[src/rtl/lsh_seq.sv]
// Sequential left shifter: shifts a 2**N-bit sample left one bit per clock
// with valid/ready handshakes. Define LSH_SAT_EN for signed saturation.
module lsh_seq #(
  parameter int N = 3
) (
  input  logic            clk,
  input  logic            rst,
  input  logic            in_valid,
  output logic            in_ready,
  input  logic [2**N-1:0] in_data,
  input  logic [N-1:0]    in_shft,
  output logic            out_valid,
  input  logic            out_ready,
  output logic [2**N-1:0] out_data,
  output logic            out_sat
);

  localparam int W = 2**N;

  typedef enum logic [1:0] {IDLE, SHIFT, DONE} state_t;

  state_t         state_q, state_d;
  logic [W-1:0]   data_q, data_d;
  logic [N-1:0]   cnt_q, cnt_d;
  logic           sat_q, sat_d;
`ifdef LSH_SAT_EN
  logic           ovf_q, ovf_d;
  logic           sign0_q, sign0_d;
  logic           ovf_nxt;
`endif

  always_comb begin
    state_d   = state_q;
    data_d    = data_q;
    cnt_d     = cnt_q;
    sat_d     = sat_q;
    in_ready  = 1'b0;
    out_valid = 1'b0;
`ifdef LSH_SAT_EN
    ovf_d     = ovf_q;
    sign0_d   = sign0_q;
    ovf_nxt   = ovf_q;
`endif
    case (state_q)
      IDLE: begin
        in_ready = 1'b1;
        if (in_valid) begin
          data_d  = in_data;
          cnt_d   = in_shft;
          sat_d   = 1'b0;
`ifdef LSH_SAT_EN
          sign0_d = in_data[W-1];
          ovf_d   = 1'b0;
`endif
          state_d = (in_shft == '0) ? DONE : SHIFT;
        end
      end
      SHIFT: begin
        data_d = data_q << 1;
        cnt_d  = cnt_q - N'(1);
`ifdef LSH_SAT_EN
        // Overflow whenever the bit about to become the sign differs from it.
        ovf_nxt = ovf_q | (data_q[W-1] ^ data_q[W-2]);
        ovf_d   = ovf_nxt;
`endif
        if (cnt_q == N'(1)) begin
          state_d = DONE;
`ifdef LSH_SAT_EN
          if (ovf_nxt) begin
            data_d = sign0_q ? {1'b1, {(W-1){1'b0}}} : {1'b0, {(W-1){1'b1}}};
            sat_d  = 1'b1;
          end
`endif
        end
      end
      DONE: begin
        out_valid = 1'b1;
        if (out_ready) state_d = IDLE;
      end
      default: state_d = IDLE;
    endcase
  end

  always_ff @(posedge clk or posedge rst) begin
    if (rst) begin
      state_q <= IDLE;
      data_q  <= '0;
      cnt_q   <= '0;
      sat_q   <= 1'b0;
`ifdef LSH_SAT_EN
      ovf_q   <= 1'b0;
      sign0_q <= 1'b0;
`endif
    end else begin
      state_q <= state_d;
      data_q  <= data_d;
      cnt_q   <= cnt_d;
      sat_q   <= sat_d;
`ifdef LSH_SAT_EN
      ovf_q   <= ovf_d;
      sign0_q <= sign0_d;
`endif
    end
  end

  assign out_data = data_q;
  assign out_sat  = sat_q;

endmodule

[config.mk]
export PLATFORM = sky130hd
export DESIGN_NAME = lsh_seq
export DESIGN_NICKNAME = d
export VERILOG_FILES = /design/src/rtl/lsh_seq.sv
export SDC_FILE = /design/constraint.sdc
export NUM_CORES = 1
export LEC_CHECK = 0
export CORE_MARGIN = 4
export CORE_UTILIZATION = 44
export DETAILED_ROUTE_END_ITERATION = 8
export HOLD_SLACK_MARGIN = 0.12
export PLACE_DENSITY = 0.77
export SYNTH_ARGS = -nofsm -noshare
export SYNTH_HDL_FRONTEND = slang
export SYNTH_SLANG_ARGS = --single-unit
export TNS_END_PERCENT = 100
[constraint.sdc]
create_clock -name clk -period 1.24 [get_ports clk]
set_input_delay 0.186 -clock clk [delete_from_list [all_inputs] [get_ports clk]]
set_output_delay 0.186 -clock clk [all_outputs]
set_load 0.02 [all_outputs]
==> results.md <==
- Outcome: complete, but fails checks
- Violated checks: negative setup slack
- Final Worst Setup Slack: -44.6 ps
- Final Power: 3.08 mW
- Post-Syn Area: 801 um2
- Area leader, netlist: sky130_fd_sc_hd__dfrtp_1
- Number of global-route vias before repair: 753
- Sequential area share after synthesis: 40.6%
- Clock share of power: 9.4%
- Cell total after placement: 143
- Clk Latency, worst-skew pair: 290 ps
- Count of hold-fix buffers inserted at cts: 0
- Starting density of the core: 46.4%
- Critical path capture point type: flop
- Synth async-reset ratio: 100%
- Core box area: 0.00173 mm2
- Detailed-route vias per instance: 5.37
- Wirelength, routed: 2350 um
- Number of nets in the final layout: 146
- I/O pin count: 26
- DIE HEIGHT: 50.7 um
- Share of the synthesized area in the top cell type: 40.6%
- Worst setup path end: state_q[0]$_DFFE_PP0P_
- Maximum clock frequency: 778 MHz
- # port buffers: 24
- Worst-path clk slew: 90 ps
- Period utilization: 104%
- Flip-flop and latch count after synthesis: 13
- Worst flop-to-flop path startpoint: state_q[0]$_DFFE_PP0P_
- Gr ovfl total: 0
- DRC violation count after routing: 0
- Half-perimeter wire length after detailed placement: 1510 um
- Post-Route Setup TNS: -125 ps
- Pin count of the biggest net entering global routing: 14
- PwrDens: 2500 mW/mm2
- Critical path arrival: 1510 ps
- Non-filler instance count after layout: 153
- RSZ-0062 raised after global routing: yes
- Violation count after the first detailed-route iteration: 7
- Leading cell types by total area after synthesis: sky130_fd_sc_hd__dfrtp_1, sky130_fd_sc_hd__nor2b_1, sky130_fd_sc_hd__o21ai_0, sky130_fd_sc_hd__a22oi_1, sky130_fd_sc_hd__a21oi_1
- Tmin final: 1280 ps
- Worst setup path startpoint: state_q[0]$_DFFE_PP0P_
- Critical path type: reg -> reg
- Worst supply voltage drop on vdd: 1.28 mV
- Comb pwr share: 63.6%
- Number of flops mapped to enable cells by yosys: 0
- Routability congestion estimate from global placement: 0.777
- Number of nets with antenna violations after detailed routing: 0
- Most instantiated flip-flop cell in the synthesis netlist: sky130_fd_sc_hd__dfrtp_1
- Syn Inst Count: 86
- Endpoint of the lowest-slack register-to-register path: state_q[0]$_DFFE_PP0P_
- Count of endpoints failing hold in the final timing report: 0
- Final design utilization: 71.4%
- Sequential share of power: 27.0%
- Share of layout cells above drive strength 1: 30.5%
- Routed vias: 821
- Total leakage power: 0.567 nW
- Required arrival time at the worst endpoint: 1470 ps
- TritonCTS clock tree: built
- Max-cap violations: 0
- H-tree depth: 1
- Pre-Repair DR Iteration Count: 6
- Setup violators final: 5
- Floorplan die area: 0.00257 mm2
- Crit start category: flop
- Wirelength per Cell: 15.4 um
- Internal reg-to-reg setup slack: -40 ps
- Net switching power: 1.32 mW
- Number of CTS-inserted buffers: 3
- Number of distinct library cell variants in the gate-level netlist after synthesis: 24
- Layout area overhead: 53.9%
- Number of clock sinks seen by CTS: 13
- Horizontal die dimension: 50.7 um
- Worst min-delay path category: in -> async
- Antenna violations before repair: 0
- Cell types with the highest counts after synthesis: sky130_fd_sc_hd__dfrtp_1, sky130_fd_sc_hd__o21ai_0, sky130_fd_sc_hd__nor2b_1
- Clock tree skew after final layout: 0.857 ps
- Cell internal power dissipation: 1.77 mW
- Std cell rows: 15
- GRT Total Usage: 18.7%
- Number of nets in the synthesized netlist: 103
- Root cell of the clock tree: sky130_fd_sc_hd__clkbuf_4
- Wire length of the first global-routing pass: 3540 um
- Mean Syn Cell Area: 9.31 um2
- Maximum buffer depth of the clock tree: 2
- Switching Fraction: 42.7%
- Reg2reg path depth: 4
- Antenna cells: 0
- Total number of yosys warnings: 0
- Number of pins with negative max-slew slack in the final report: 0
- Critical path peak fanout: 4
placed cells by master (no fill, tap or decap), drive strengths merged:
cell type       n
mux2i           1
a2bb2oi         2
or3b            1
conb            1
buf            24
clkbuf          7
a22oi           7
dfrtp          13
clkdlybuf4s15   3
dlygate4sd2     2
nor2b          13
ha              2
nand2           1
nor3            1
inv             5
nor2            2
a21oi          11
a221oi          1
and3b           2
clkdlybuf4s50  14
o21ai          14
nand3b          1
power by group through the flow:
stage | registers [mW] | clock network [mW] | logic, mW
floorplan | 0.903 | 0 | 0.931
global placement | 0.793 | 0 | 1.66
detailed placement | 0.805 | 0 | 1.70
CTS | 0.793 | 0.288 | 1.65
global route | 0.860 | 0.314 | 2.11
finish | 0.832 | 0.290 | 1.96
registers in the layout, indices dropped and copies added, names as in the netlist:
signal    cells
out_data      8
cnt_q         3
state_q       2
worst max-delay path: stages, from the launching register on:
cell                      delay [ps]
sky130_fd_sc_hd__dfrtp_1         450
sky130_fd_sc_hd__buf_6           150
sky130_fd_sc_hd__buf_6           110
sky130_fd_sc_hd__or3b_4          370
sky130_fd_sc_hd__a21oi_2         140
metrics by stage:
step	instance area, um2	setup slack (ps)	hold slack [ps]
3_5_place_dp	1140	-130	498
2_1_floorplan	801	62.1	63.0
4_1_cts	1160	-48.6	182
6_report	1230	-44.6	171
5_1_grt	1230	-76.6	190
3_3_place_gp	1140	-123	495
logic make-up (layout without fill, tap and decap cells):
group | count (synthesis) | after routing | share of synthesized area, %
AO/OA/AOI/OAI | 35 | 35 | 26.7
AND/OR/NAND/NOR | 21 | 21 | 17.3
adder cells (fa/ha/maj) | 2 | 2 | 3.12
other | 1 | 1 | 0.468
multiplexers | 1 | 1 | 1.25
flip-flops | 13 | 13 | 40.6
buffers and inverters | 13 | 55 | 10.5
cell type report:
type	count	area [um2]
multi-input cells	60	414
inverters	5	18.8
repair buffers	46	415
flip-flops and latches	13	327
fillers	122	494
well taps	25	31.3
clock buffers	4	26.3
what timing repair did:
item | CTS | global route
endpoints found under the setup margin | 17 | 18
pin swaps | 0 | 4
gates resized for setup | 18 | 32
buffers inserted | 1 | 4
cloned | 0 | 1
metal layers:
metal | global-route usage [%] | routed length [um] | share of wire (%)
met3 | 4.75 | 168 | 7.1
met4 | 11.7 | 61 | 2.6
met5 | 0 | 0 | 0
met1 | 23.1 | 972 | 41
met2 | 28.9 | 1150 | 49
worst min-delay path by stage:
stage	depth (start not counted)	to	slack, ps	startpoint
4_1_cts	3	out_data[0]$_DFFE_PP0P_	180	rst
3_5_place_dp	3	out_data[1]$_DFFE_PP0P_	500	rst
5_1_grt	3	out_data[0]$_DFFE_PP0P_	190	rst
2_1_floorplan	1	cnt_q[0]$_DFFE_PP0P_	60	rst
6_report	3	out_data[1]$_DFFE_PP0P_	170	rst
3_3_place_gp	3	out_data[1]$_DFFE_PP0P_	500	rst
Note: power is estimated with default switching activity, not from simulation.
